===== src/rtl/valve_cmd_scheduler_pkg.sv =====
// Shared types and default timing for the valve command scheduler.
// Imported by the scheduler top and its timer.
package valve_sched_pkg;

    typedef enum logic [1:0] {
        ST_IDLE,
        ST_DRIVE,
        ST_GAP
    } state_e;

    typedef enum logic {
        REQ_PRG = 1'b0,
        REQ_MAN = 1'b1
    } req_e;

    localparam int DEF_NUM_VALVES = 16;
    localparam int DEF_VID_W      = 4;
    localparam int DEF_SETTLE     = 50_000_000;
    localparam int DEF_GAP        = 2_000_000;
    localparam int DEF_CNT_W      = 26;

endpackage


===== src/rtl/valve_cmd_scheduler_if.sv =====
// Requester handshakes plus servo and status outputs of the scheduler.
// master = requesters/observer side, slave = scheduler side.
interface valve_cmd_scheduler_if #(
    parameter int VID_W      = 4,
    parameter int NUM_VALVES = 16
);
    logic                  prg_valid;
    logic                  prg_ready;
    logic [VID_W-1:0]      prg_valve;
    logic                  prg_open;
    logic                  man_valid;
    logic                  man_ready;
    logic [VID_W-1:0]      man_valve;
    logic                  man_open;
    logic                  servo_en;
    logic [VID_W-1:0]      servo_ch;
    logic                  servo_open;
    logic [NUM_VALVES-1:0] valve_state;
    logic                  busy;
    logic                  cmd_done;
    logic                  cmd_err;

    modport master (
        output prg_valid, prg_valve, prg_open,
        output man_valid, man_valve, man_open,
        input  prg_ready, man_ready,
        input  servo_en, servo_ch, servo_open,
        input  valve_state, busy, cmd_done, cmd_err
    );

    modport slave (
        input  prg_valid, prg_valve, prg_open,
        input  man_valid, man_valve, man_open,
        output prg_ready, man_ready,
        output servo_en, servo_ch, servo_open,
        output valve_state, busy, cmd_done, cmd_err
    );

endinterface


===== src/rtl/valve_cmd_scheduler_timer.sv =====
// Loadable down-counter for settle/gap timing; stops at zero.
// Load wins over decrement.
module sched_timer #(
    parameter int CNT_W = 26
) (
    input  logic             clk,
    input  logic             rst,
    input  logic             load_i,
    input  logic [CNT_W-1:0] load_val_i,
    input  logic             dec_i,
    output logic             zero_o
);
    logic [CNT_W-1:0] cnt_q;

    // load on state entry, otherwise count down to zero and hold
    always_ff @(posedge clk or posedge rst) begin
        if (rst) begin
            cnt_q <= '0;
        end else if (load_i) begin
            cnt_q <= load_val_i;
        end else if (dec_i && cnt_q != '0) begin
            cnt_q <= cnt_q - 1'b1;
        end
    end

    assign zero_o = (cnt_q == '0);

endmodule


===== src/rtl/valve_cmd_scheduler.sv =====
// Round-robin scheduler of valve open/close commands onto one servo channel.
// Each actuation drives the servo for a settle time, then idles for a guard gap.
module valve_cmd_scheduler
    import valve_sched_pkg::*;
#(
    parameter int NUM_VALVES    = DEF_NUM_VALVES,
    parameter int VID_W         = DEF_VID_W,
    parameter int SETTLE_CYCLES = DEF_SETTLE,
    parameter int GAP_CYCLES    = DEF_GAP,
    parameter int CNT_W         = DEF_CNT_W
) (
    input  logic                 clk,
    input  logic                 rst,
    valve_cmd_scheduler_if.slave bus
);
    localparam logic [31:0]      NV_U      = NUM_VALVES;
    localparam logic [CNT_W-1:0] SETTLE_LD = CNT_W'(SETTLE_CYCLES - 1);
    localparam logic [CNT_W-1:0] GAP_LD    = CNT_W'(GAP_CYCLES - 1);

    state_e                state_q;
    req_e                  last_q;
    logic                  servo_en_q;
    logic [VID_W-1:0]      servo_ch_q;
    logic                  servo_open_q;
    logic [NUM_VALVES-1:0] valve_state_q;
    logic [NUM_VALVES-1:0] valve_state_d;
    logic                  cmd_done_q;
    logic                  cmd_err_q;

    logic             idle;
    logic             gnt_man;
    logic             gnt_prg;
    logic             xfer;
    logic [VID_W-1:0] req_id;
    logic             req_open;
    logic             in_range;
    logic             cur_open;
    logic             needs_drive;
    logic             tmr_zero;
    logic             tmr_load;
    logic [CNT_W-1:0] tmr_val;

    assign idle    = (state_q == ST_IDLE);
    assign gnt_man = bus.man_valid && (!bus.prg_valid || last_q == REQ_PRG);
    assign gnt_prg = bus.prg_valid && !gnt_man;
    assign xfer    = idle && (gnt_man || gnt_prg);

    assign bus.prg_ready = idle && gnt_prg;
    assign bus.man_ready = idle && gnt_man;

    assign req_id   = gnt_man ? bus.man_valve : bus.prg_valve;
    assign req_open = gnt_man ? bus.man_open : bus.prg_open;
    assign in_range = (32'(req_id) < NV_U);

    // current commanded state of the requested valve and the updated vector
    always_comb begin
        cur_open      = 1'b0;
        valve_state_d = valve_state_q;
        for (int i = 0; i < NUM_VALVES; i++) begin
            if (req_id == VID_W'(i)) begin
                cur_open         = valve_state_q[i];
                valve_state_d[i] = req_open;
            end
        end
    end

    assign needs_drive = xfer && in_range && (cur_open != req_open);
    assign tmr_load    = needs_drive || (state_q == ST_DRIVE && tmr_zero);
    assign tmr_val     = needs_drive ? SETTLE_LD : GAP_LD;

    sched_timer #(
        .CNT_W(CNT_W)
    ) u_timer (
        .clk       (clk),
        .rst       (rst),
        .load_i    (tmr_load),
        .load_val_i(tmr_val),
        .dec_i     (!idle),
        .zero_o    (tmr_zero)
    );

    // arbitration pointer, command FSM and registered servo/status outputs
    always_ff @(posedge clk or posedge rst) begin
        if (rst) begin
            state_q       <= ST_IDLE;
            last_q        <= REQ_MAN;
            servo_en_q    <= 1'b0;
            servo_ch_q    <= '0;
            servo_open_q  <= 1'b0;
            valve_state_q <= '0;
            cmd_done_q    <= 1'b0;
            cmd_err_q     <= 1'b0;
        end else begin
            cmd_done_q <= 1'b0;
            cmd_err_q  <= 1'b0;
            unique case (state_q)
                ST_IDLE: begin
                    if (xfer) begin
                        last_q <= gnt_man ? REQ_MAN : REQ_PRG;
                        if (!in_range) begin
                            cmd_done_q <= 1'b1;
                            cmd_err_q  <= 1'b1;
                        end else if (cur_open == req_open) begin
                            cmd_done_q <= 1'b1;
                        end else begin
                            state_q       <= ST_DRIVE;
                            valve_state_q <= valve_state_d;
                            servo_ch_q    <= req_id;
                            servo_open_q  <= req_open;
                            servo_en_q    <= 1'b1;
                        end
                    end
                end
                ST_DRIVE: begin
                    if (tmr_zero) begin
                        state_q    <= ST_GAP;
                        servo_en_q <= 1'b0;
                    end
                end
                ST_GAP: begin
                    if (tmr_zero) begin
                        state_q    <= ST_IDLE;
                        cmd_done_q <= 1'b1;
                    end
                end
                default: state_q <= ST_IDLE;
            endcase
        end
    end

    assign bus.servo_en    = servo_en_q;
    assign bus.servo_ch    = servo_ch_q;
    assign bus.servo_open  = servo_open_q;
    assign bus.valve_state = valve_state_q;
    assign bus.busy        = !idle;
    assign bus.cmd_done    = cmd_done_q;
    assign bus.cmd_err     = cmd_err_q;

endmodule


===== src/flat_wrapper.sv =====
// flat-port wrapper written by rule: the top's interface ports become plain ports
module valve_cmd_scheduler_flat import valve_sched_pkg::*;
#(
    parameter int NUM_VALVES    = DEF_NUM_VALVES,
    parameter int VID_W         = DEF_VID_W,
    parameter int SETTLE_CYCLES = DEF_SETTLE,
    parameter int GAP_CYCLES    = DEF_GAP,
    parameter int CNT_W         = DEF_CNT_W
)
  (clk, rst, bus_prg_valid, bus_prg_valve, bus_prg_open, bus_man_valid, bus_man_valve, bus_man_open, bus_prg_ready, bus_man_ready, bus_servo_en, bus_servo_ch, bus_servo_open, bus_valve_state, bus_busy, bus_cmd_done, bus_cmd_err);
  valve_cmd_scheduler_if #(.VID_W(VID_W), .NUM_VALVES(NUM_VALVES)) bus_i ();
  input  logic clk;
  input  logic rst;
  input wire logic [$bits(bus_i.prg_valid)-1:0] bus_prg_valid;
  input wire logic [$bits(bus_i.prg_valve)-1:0] bus_prg_valve;
  input wire logic [$bits(bus_i.prg_open)-1:0] bus_prg_open;
  input wire logic [$bits(bus_i.man_valid)-1:0] bus_man_valid;
  input wire logic [$bits(bus_i.man_valve)-1:0] bus_man_valve;
  input wire logic [$bits(bus_i.man_open)-1:0] bus_man_open;
  output wire logic [$bits(bus_i.prg_ready)-1:0] bus_prg_ready;
  output wire logic [$bits(bus_i.man_ready)-1:0] bus_man_ready;
  output wire logic [$bits(bus_i.servo_en)-1:0] bus_servo_en;
  output wire logic [$bits(bus_i.servo_ch)-1:0] bus_servo_ch;
  output wire logic [$bits(bus_i.servo_open)-1:0] bus_servo_open;
  output wire logic [$bits(bus_i.valve_state)-1:0] bus_valve_state;
  output wire logic [$bits(bus_i.busy)-1:0] bus_busy;
  output wire logic [$bits(bus_i.cmd_done)-1:0] bus_cmd_done;
  output wire logic [$bits(bus_i.cmd_err)-1:0] bus_cmd_err;
  assign bus_i.prg_valid = bus_prg_valid;
  assign bus_i.prg_valve = bus_prg_valve;
  assign bus_i.prg_open = bus_prg_open;
  assign bus_i.man_valid = bus_man_valid;
  assign bus_i.man_valve = bus_man_valve;
  assign bus_i.man_open = bus_man_open;
  assign bus_prg_ready = bus_i.prg_ready;
  assign bus_man_ready = bus_i.man_ready;
  assign bus_servo_en = bus_i.servo_en;
  assign bus_servo_ch = bus_i.servo_ch;
  assign bus_servo_open = bus_i.servo_open;
  assign bus_valve_state = bus_i.valve_state;
  assign bus_busy = bus_i.busy;
  assign bus_cmd_done = bus_i.cmd_done;
  assign bus_cmd_err = bus_i.cmd_err;
  valve_cmd_scheduler #(.NUM_VALVES(NUM_VALVES), .VID_W(VID_W), .SETTLE_CYCLES(SETTLE_CYCLES), .GAP_CYCLES(GAP_CYCLES), .CNT_W(CNT_W)) u_core (.clk(clk), .rst(rst), .bus(bus_i));
endmodule

===== config.mk =====
export PLATFORM = sky130hd
export DESIGN_NAME = valve_cmd_scheduler_flat
export DESIGN_NICKNAME = d
export VERILOG_FILES = /design/src/rtl/valve_cmd_scheduler_pkg.sv /design/src/rtl/valve_cmd_scheduler_if.sv /design/src/rtl/valve_cmd_scheduler_timer.sv /design/src/rtl/valve_cmd_scheduler.sv /design/src/flat_wrapper.sv
export SDC_FILE = /design/constraint.sdc
export NUM_CORES = 1
export LEC_CHECK = 0
export CORE_MARGIN = 10
export CORE_UTILIZATION = 45
export CTS_BUF_LIST = sky130_fd_sc_hd__clkbuf_2
export DETAILED_ROUTE_END_ITERATION = 12
export PLACE_DENSITY = 0.66
export SLEW_MARGIN = 15
export SYNTH_ARGS = -nofsm -noshare
export SYNTH_HDL_FRONTEND = slang
export SYNTH_SLANG_ARGS = --single-unit

===== constraint.sdc =====
create_clock -name clk -period 3.25 [get_ports clk]
set_input_delay 0.8125 -clock clk [delete_from_list [all_inputs] [get_ports clk]]
set_output_delay 0.8125 -clock clk [all_outputs]
set_load 0.02 [all_outputs]

# --- After elaboration in Yosys (flattened, before gate mapping) ---
# Cells that the tools add are included.
word_totals:
  reg_bits: 52
  in_bits: 14
classes:
  add_sub_neg: 1
  eq_ne: 23
  n_mux: 35
  bitwise: 2
  reduce_logical: 40
op_table:
  columns: ["op", "n"]
  rows:
  - ["2-to-1 mux 26 bit", 3]
  - ["AND reduction 4 bit", 18]
  - ["== test 4 bit, second input constant", 8]
  - ["logical NOT 26 bit", 1]
  - ["nonzero test 26 bit", 1]
  - ["subtractor 26 x 1 -> 26 bit, second input constant", 1]
  - ["2-to-1 mux 1 bit", 24]
  - ["== test 4 x 3 -> 1 bit, second input constant", 4]
  - ["== test 4 x 2 -> 1 bit, second input constant", 2]
  - ["logical AND 1 bit", 8]
  - ["2-to-1 mux 2 bit", 4]
  - ["one-hot mux 2 bit (3 select lines)", 1]
  - ["== test 4 x 1 -> 1 bit, second input constant", 1]
  - ["logical NOT 4 bit", 1]
  - ["2-to-1 mux 4 bit", 1]
  - ["inequality test 2 x 1 -> 1 bit, second input constant", 2]
  - ["inequality test 2 bit, second input constant", 2]
  - ["one-hot mux 1 bit (2 select lines)", 2]
  - ["nonzero test 2 bit", 2]
  - ["logical NOT 1 bit", 3]
  - ["logical OR 1 bit", 3]
  - ["AND reduction 3 bit", 1]
  - ["== test 2 x 1 -> 1 bit, second input constant", 1]
  - ["== test 2 bit, second input constant", 1]
  - ["other kinds (5)", 6]

# --- Longest topological paths before layout ---
depth:
  word_depth: 25
  depth_mapped: 12
  depth_no_buf: 10

# --- Modules after synthesis ---
# From an unflattened synthesis, not the netlist that was laid out.
unflattened:
  hier_cells: 413
  hier_area_um2: 3518.4
by_module_without_submodules:
  columns: ["mod", "n_inst", "cells_per_inst", "area_per_inst_um2", "seq_area_each_um2"]
  rows:
  - ["valve_cmd_scheduler", 1, 229, 1871.8, 651.9]
  - ["sched_timer", 1, 184, 1646.6, 650.6]

# --- Worst setup path before layout ---
# No wires, ideal clock.
synth_timing:
  path_kind: "input to register"
  from: "input port bus_man_valid"
  to: "register u_core.u_timer.cnt_q[10]"
  setup_ns: 0.120
  arrival_time_ns: 2.990
  t_required_ns: 3.130
  slack_ns: 0.140
  path_stages: 12
  path_cell_list: "a21bo_2 buf_6 buf_4 or3_1 a32oi_1 o311ai_1 nor2_1 o211a_1 buf_2 nor2_1 buf_2 a31o_2"
synth_between:
  elab_chain_len: 23
  word_cells_on_any_way: 45
  classes_between: "eq/ne: 16; mux: 20; reduce/logical: 9"
synth_rtl:
  columns: ["item", "line_no", "text"]
  rows:
  - ["from (decl)", "flat_wrapper.sv:17", "input wire logic [$bits(bus_i.man_valid)-1:0] bus_man_valid;"]
  - ["logical AND 1 bit *", "valve_cmd_scheduler.sv:44", "assign gnt_man = bus.man_valid && (!bus.prg_valid || last_q == REQ_PRG);"]
  - ["2-to-1 mux 4 bit", "valve_cmd_scheduler.sv:51", "assign req_id = gnt_man ? bus.man_valve : bus.prg_valve;"]
  - ["logical NOT 4 bit", "valve_cmd_scheduler.sv:60", "if (req_id == VID_W'(i)) begin"]
  - ["2-to-1 mux 1 bit (16 in series)", "valve_cmd_scheduler.sv:60", null]
  - ["inequality test 1 bit", "valve_cmd_scheduler.sv:67", "assign needs_drive = xfer && in_range && (cur_open != req_open);"]
  - ["logical AND 1 bit *", "valve_cmd_scheduler.sv:67", null]
  - ["2-to-1 mux 26 bit / logical OR 1 bit (equally long branches)", "valve_cmd_scheduler.sv:69, valve_cmd_scheduler.sv:68", null]
  - ["2-to-1 mux 26 bit / nonzero test 2 bit (equally long branches)", null, null]
  - ["to (signal assigned)", "valve_cmd_scheduler_timer.sv:20", "cnt_q <= load_val_i;"]
  - ["to (signal assigned)", "valve_cmd_scheduler_timer.sv:22", "cnt_q <= cnt_q - 1'b1;"]
  - ["to (decl)", "valve_cmd_scheduler_timer.sv:13", "logic [CNT_W-1:0] cnt_q;"]
# Mark *: on every way between the ends. The rest lies on a longest branch, timed or not.
# A chain may end at the register's enable or synchronous reset.

# --- Worst setup path after layout ---
layout_timing:
  from: "input port bus_prg_valid"
  to: "register u_core.servo_ch_q[1], in the netlist u_core.bus.servo_ch[1]"
layout_between:
  elab_chain_len: 24
  word_cells_on_any_way: 44
  classes_between: "eq/ne: 16; mux: 18; bitwise: 1; reduce/logical: 9"
layout_rtl:
  columns: ["item", "line_no", "text"]
  rows:
  - ["from (decl)", "flat_wrapper.sv:14", "input wire logic [$bits(bus_i.prg_valid)-1:0] bus_prg_valid;"]
  - ["logical NOT 1 bit", "valve_cmd_scheduler.sv:44", null]
  - ["logical OR 1 bit", "valve_cmd_scheduler.sv:44", null]
  - ["logical AND 1 bit", "valve_cmd_scheduler.sv:44", null]
  - ["2-to-1 mux 4 bit", "valve_cmd_scheduler.sv:51", null]
  - ["logical NOT 4 bit", "valve_cmd_scheduler.sv:60", null]
  - ["2-to-1 mux 1 bit (16 in series)", "valve_cmd_scheduler.sv:60", null]
  - ["== test 1 bit", "valve_cmd_scheduler.sv:103", "end else if (cur_open == req_open) begin"]
  - ["inverter 1 bit (no line)", null, null]
  - ["AND reduction 3 bit (no line)", null, null]
  - ["to (signal assigned)", "valve_cmd_scheduler.sv:108", "servo_ch_q <= req_id;"]
  - ["to (decl)", "valve_cmd_scheduler.sv:23", "logic [VID_W-1:0] servo_ch_q;"]
# Several ways; a longest one is shown, not always the timed one.

==> flow_metrics.tcl <==
set metrics [dict create \
    status "finished, violations left" \
    violations "negative setup slack" \
    fin_ws_ns -0.00407 \
    tritoncts "yes" \
    fin_area_um2 4560 \
    port_buffers 39 \
    skew_ns 0.0386 \
    worst_r2r_path_depth 10 \
    num_io_pins 41 \
    htreeDepth 2 \
    dieArea_um2 11700 \
    dpl.cell_count 580 \
    yosys.area.top_type "dfrtp_1" \
    setup_tns_ns -0.00407 \
    synth_area_leaders "dfrtp_1 (37%), mux2i_1 (5.2%), nor3_1 (3.9%), nand2_1 (3.7%), xnor2_1 (3.3%)" \
    drive_above_1_share_pct 21.6 \
    hp-class "reg -> reg" \
    crit_type "in -> reg" \
    core-area_um2 7650 \
    place.gp.congestion 0.871 \
    clock_sinks 52 \
    dp_slack_ns -0.509 \
    wl_per_cell_um 17.1 \
    antenna_found_initial 0 \
    cp.arrival_ns 3.64 \
    grt_overflow_total 0 \
    synth-edff-count 0 \
    area_delta_synth_final_pct 30.7 \
    drv_slew 0 \
    hold_start "u_core.bus.servo_open" \
    finalCritPeriodShare_pct 100 \
    drcViolationCount 0 \
    diodes 0 \
    clk_pin_slew_ns 0.27 \
    synth_nets 411 \
    rr_startpoint "u_core.u_timer.cnt_q[0]" \
    synth-async-reset-ratio_pct 100 \
    ys_seq_area_share_pct 37.4 \
    p_leak_uw 0.00185 \
    ys.flop_type "dfrtp_1" \
    fmax_mhz 307 \
    cp_slowest_cell "clkdlybuf4s50_1" \
    synth_seq_cells 52 \
    synth_top_area_share_pct 36.6 \
    period_needed_ns 3.25 \
    yosysUniqueCellTypes 67 \
    pwr_density_cell_nw_per_um2 257 \
    layout.cells.non_filler 589 \
    track_usage_pct 17.5 \
    setup_viol 1 \
    ir_drop_v 0.000135 \
    cap_violations 0 \
    ant_nets 0 \
    finalHoldViolations 0 \
    initial_core_util_pct 45.6 \
    cp_max_fo 8 \
    worst_pin_slew_ns 0.721 \
    slew_headroom_pct 51.7 \
    dieWidth_um 108 \
    dpl_cell_area_um2 4420 \
    drt_iter0_markers 179 \
    cp-startpoint "bus_prg_valid" \
    vias 3412 \
    start_kind "input pin" \
    cts_root_buffer "clkbuf_2" \
    postSynthCellCount 396 \
    routed_wl_um 10100 \
    layout_commonest_cell "buf_4" \
    syn_area_per_cell_um2 8.81 \
    netlist_area_um2 3490 \
    routed_via_density 5.79 \
    crit_chain "clkdlybuf4s50_1, a21bo_4, buf_4, buf_12, or3_1, a32oi_2, o311ai_2, nor2_2, o31a_1, nand2_2, buf_4, a21oi_1" \
    whs_path_depth 1 \
    dr.pass1.iters 5 \
    cts_buffers 5 \
    die_y_um 108 \
    rows 32 \
    dpl.hpwl_um 7670 \
    grt_pass1_vias 3321 \
    crit_path_max_incr_delay_ns 0.49 \
    nFillCells 675 \
    grt_max_degree 29 \
    path_common_cell "buf_4" \
    worst_setup_path_end_kind "flop" \
    crit_required_ns 3.63 \
    clock_latency_ns 0.47 \
    nNetsFinal 501 \
    clockBufferDepth 2 \
    most-common-layout-cells "buf_4 (65), dfrtp_1 (51), clkdlybuf4s50_1 (36)" \
    synth_warnings 0 \
    grt_pass1_wl_um 16700 \
    cts_hold_buffers 0 \
]
## per-layer routing
layer	global-route usage (%)	share of wire (%)	vias up
li1	-	-	1631
met1	23.5	46	1693
met2	28.4	48	78
met3	3.51	5.1	10
met4	3.91	0.72	0
met5	0	0	-
## power by group
part	total (uW)	internal (uW)	switching (uW)
registers	649	649	0
logic	223	109	114
clock network	297	60.4	237
total	1170	819	351
## metrics by stage
stage	hold WS, ns	total power [uW]	util [%]
floorplan	0.495	764	-
global placement	0.474	869	57.9
detailed placement	0.469	872	57.9
CTS	0.528	1170	58.5
global route	0.546	1230	59.6
finish	0.526	1170	59.6
## sequential cells by signal, summed over array words and instances (netlist names)
register and cells:
u_core.u_timer.cnt_q 26, u_core.bus.valve_state 16, u_core.bus.servo_ch 4, u_core.state_q 2, u_core.bus.cmd_done 1, u_core.bus.servo_en 1, u_core.bus.servo_open 1, u_core.last_q 1
## final cells by class
cell class | instances | area (um^2) | share of cell area, %
multi-input combinational | 310 | 2100 | 46.0
clock buffer | 5 | 25.0 | 0.549
clock inverter | 3 | 27.5 | 0.604
sequential | 52 | 1300 | 28.6
tap | 102 | 128 | 2.80
timing repair buffer | 107 | 938 | 20.6
inverter | 10 | 37.5 | 0.824
## repair_timing
item,in CTS,in global routing
pin swaps,0,3
setup buffers,0,1
endpoints found under the setup margin,2,42
resized for setup,2,15
## cell usage after synthesis (3+ instances only)
master / number
xnor2_1: 13
buf_2: 7
mux2i_1: 18
nand2_1: 34
nor2_1: 25
or4_1: 3
o31ai_1: 5
and2_1: 3
a31oi_1: 5
mux2_2: 3
nand3_1: 15
dfrtp_1: 51
nor3_1: 27
o211ai_1: 8
nor4bb_1: 4
o21ai_0: 20
nand3b_1: 7
a21oi_1: 15
a32oi_1: 3
inv_1: 10
nand2b_1: 12
clkbuf_1: 13
or3_1: 9
o21a_1: 3
nor2b_1: 10
xor2_1: 7
nand4b_1: 5
nor3b_1: 4
and3_1: 3
nor4_1: 6
## critical path, delay by kind of cell
family	cells	cell delay, ns
AOI/OAI and AO/OA	5	1.12
buffers and inverters	4	0.97
and+or+nand+nor	3	0.72
## final timing paths
kind                                       endpoint  slack, ns
hold reg to reg               u_core.bus.servo_open       0.53
setup reg to reg           u_core.u_timer.cnt_q[20]       0.29
hold / removal                u_core.bus.servo_open       0.53
min in group asynchronous   u_core.u_timer.cnt_q[7]       0.66
setup / recovery             u_core.bus.servo_ch[1]     -0.004
max in group asynchronous   u_core.u_timer.cnt_q[6]       1.99
## kinds of logic after synthesis
logic type | Yosys count | synth area share [%]
XOR/XNOR | 20 | 5.02
AND/OR/NAND/NOR | 180 | 29.4
other | 1 | 0.108
AO/OA/AOI/OAI | 87 | 17.0
adder cells (fa/ha/maj) | 1 | 0.359
buffers and inverters | 34 | 4.56
flip-flops | 52 | 37.4
multiplexers | 21 | 6.14
No activity file was read; power rests on OpenSTA's default activity.
==> edit 1 (same flow settings) <==
`DEF_VID_W`: 4 -> 3.
--- a/src/rtl/valve_cmd_scheduler_pkg.sv
+++ b/src/rtl/valve_cmd_scheduler_pkg.sv
@@ -16,3 +16,3 @@
     localparam int DEF_NUM_VALVES = 16;
-    localparam int DEF_VID_W      = 4;
+    localparam int DEF_VID_W      = 3;
     localparam int DEF_SETTLE     = 50_000_000;
Interface: changed (resized bus_man_valve, bus_prg_valve and bus_servo_ch); port bits go from 41 to 38. The function was not compared with the original's and may differ.
==> edit 1 against the original RTL <==
Area after synthesis down 24%; worst setup slack better by 160 ps; design area down 29%; total power down 19%; sequential cell count down 9; register-to-register slack better by 430 ps; wire length down 37%; critical endpoint is now bus_prg_ready; largest cell class unchanged; maximum frequency up 5.2%; critical path type is now in -> out.
==> edit 1: results (changes against the original RTL) <==
syn_nets: 305  # -26%
seq_area_frac_synth: 0.404  # +0.0309
grt.total_usage: 0.130  # -0.0450
clock_latency_ps: 390  # -80 ps
drtIter0Drc: 198  # +11%
r2r_start: "u_core.u_timer.cnt_q[8]"
crit_end: "bus_prg_ready"
path_clk_slew_ps: 180  # -90 ps
seq_area_frac: 0.334  # +0.0478
routabilityCongestion: 0.866  # -0.56%
multi_input_cells: 223  # -28%
p_leak_nw: 1.37  # -26%
clkCellAreaFrac: 0.0198  # +0.00823
fin_skew_ps: 19.2  # -19.5 ps
clkPwrFrac: 0.308  # +0.054
min_to: "u_core.bus.servo_ch[1]"
synth_xor_area_frac: 0.0592  # +0.00895
nNonClkBuffers: 56  # -48%
via_count: 2281  # -33%
grt_pass1_vias: 2190  # -34%
synth.distinct_cells: 56  # -16%
first_pass_iters: 4  # -1
inverters: 8  # -2
crit_path_max_incr_delay_ps: 620  # +130 ps
netlist_top_cells_count: "42 x dfrtp_1, 29 x nand2_1, 22 x o21ai_0, 20 x nor2_1, 15 x nand3_1"
pg_seq_uw: 537  # -17%
synth.area.mux_share: 0.0766  # +0.0152
outcome: "finished, final reports clean"
layout-drive-gt1-share: 0.136  # -0.0795
synth-adder-area-share: 0.00470  # +0.00111
worstHoldStart: "u_core.bus.servo_ch[1]"
buf_share: 0.167  # -0.0393
hpwlAfterDp_um: 4760  # -38%
synth_compound_area_frac: 0.160  # -0.0103
grt_first_pass_wirelength_um: 10700  # -36%
edit 1: cell count changes after synthesis, moves of 6 or more:
cell	delta
nor3_1	-19
mux2i_1	-13
clkbuf_1	-9
dfrtp_1	-9
nor2b_1	-8
buf_4	+7
o211ai_1	-6
edit 1: per-stage QoR:
stage / std cells / area, µm² / util / power, mW / TNS, ps
2_1_floorplan: 292 / 2660 / - / 0.616 / 0
3_3_place_gp: 402 / 3160 / 0.561 / 0.667 / -86.9
3_5_place_dp: 402 / 3160 / 0.561 / 0.668 / -526
4_1_cts: 410 / 3230 / 0.572 / 0.958 / 0
5_1_grt: 410 / 3230 / 0.572 / 0.995 / 0
6_report: 410 / 3230 / 0.572 / 0.951 / 0
edit 1: metal layers:
layer	part of all wire	track usage
met2	0.45	0.207
met4	0.0081	0.0293
met5	0	0
met3	0.039	0.0291
met1	0.50	0.174
edit 1: repair_timing:
item,4_1_cts,5_1_grt
endpoints found under the hold margin,0,0
setup buffers,0,0
setup endpoints to repair,0,1
gates resized for setup,0,1
==> edit 2 (same settings) <==
Without the edit above. The 3 states of `state_e` get a one-hot encoding in 3 bits.
--- a/src/rtl/valve_cmd_scheduler_pkg.sv
+++ b/src/rtl/valve_cmd_scheduler_pkg.sv
@@ -4,6 +4,6 @@
 
-    typedef enum logic [1:0] {
-        ST_IDLE,
-        ST_DRIVE,
-        ST_GAP
+    typedef enum logic [2:0] {
+        ST_IDLE  = 3'b001,
+        ST_DRIVE = 3'b010,
+        ST_GAP   = 3'b100
     } state_e;
Formal check against the unedited RTL: same outputs for any inputs over 10 cycles, from zero or initial values and one cycle with rst high; not proved beyond that.
==> edit 2 against the original RTL <==
Hold slack worse by 9.3 ps; wire length shrank 7.8%; maximum frequency grew 3.2%; design area decreased by 4.1%; sequential cell count up 1; non-clock buffer count decreased by 5; core utilization up 0.35 points; via count is 7.8% lower; worst setup slack improved by 100 ps; global-route usage is 0.79 points lower; die area fell by 2.5%; area after synthesis shrank 3.0%; count of clock-buffer cells in the layout grew 2.
Power is not compared: it rests on default switching activity, and its combinational part moved more than twofold at a synthesized area within 25%.
==> edit 2: results (changes against the original RTL) <==
outcome: "finished, final reports clean"
via_count: 3146  # -7.8%
nFlopsAndLatches: 53  # +1.9%
layout-drive-gt1-share: 0.213  # -0.00242
buf_share: 0.213  # +0.00678
grt.total_usage: 0.167  # -0.00785
slew_headroom: 0.581  # +0.0635
fin_skew_ps: 29.8  # -8.88 ps
max_freq_mhz: 317  # +3.2%
wl_per_cell_um: 16.7  # -2.0%
dp_slack_ps: -563  # -53.8 ps
n_clock_buffer: 7  # +2
synth_xor_area_frac: 0.0492  # -0.00101
worstHoldStart: "u_core.bus.servo_en"
multi_input_area_share: 0.432  # -0.0282
multi_input_cells: 277  # -11%
critPathLaunch: "bus_man_valve[1]"
r2r_setup_slack_ps: 220  # -70 ps
grt_first_pass_wirelength_um: 15800  # -5.3%
postCtsResizedCells: 10  # +8
inverters: 15  # +5
clock_latency_ps: 440  # -30 ps
clkCellAreaFrac: 0.00973  # -0.00180
synth.distinct_cells: 61  # -9.0%
grt_pass1_vias: 3064  # -7.7%
r2r-end: "u_core.u_timer.cnt_q[14]"
nNonClkBuffers: 102  # -4.7%
min_to: "u_core.bus.servo_en"
path_clk_slew_ps: 250  # -20 ps
layout.nets: 469  # -6.4%
drtIter0Drc: 248  # +39%
hold_depth: 2  # +1
register_area_um2: 1330  # +2.0%
r2r_start: "u_core.last_q"
netlist_top_cells_count: "51 x dfrtp_1, 33 x nand2_1, 26 x nor2_1, 20 x nand3_1, 16 x nor3_1"
-- edit 2: worst max-delay path: stages --
cell and delay (ps):
clkdlybuf4s50_1 480, buf_4 170, nand2b_1 130, mux2i_2 100, nor2b_1 150, or4_4 500
a31oi_4 240, a211oi_2 140, or3_4 420, buf_4 190, a21oi_1 180
-- edit 2: metal layers --
metal / track usage / share of wire / routed length, µm / vias to the layer above
met3: 0.0305 / 0.052 / 480 / 14
li1: - / - / - / 1534
met4: 0.0416 / 0.014 / 129 / 0
met5: 0 / 0 / 0 / -
met2: 0.255 / 0.44 / 4090 / 103
met1: 0.237 / 0.49 / 4580 / 1495
-- edit 2: stage by stage --
step,power [mW],std cells,hold slack (ps),instance area [µm²]
final,2.76,554,517,4370
after global routing,2.95,554,552,4370
after CTS,2.77,554,524,4360
after detailed placement,2.44,539,470,4210
after global placement,2.41,539,485,4210
after floorplan,1.82,372,455,3380
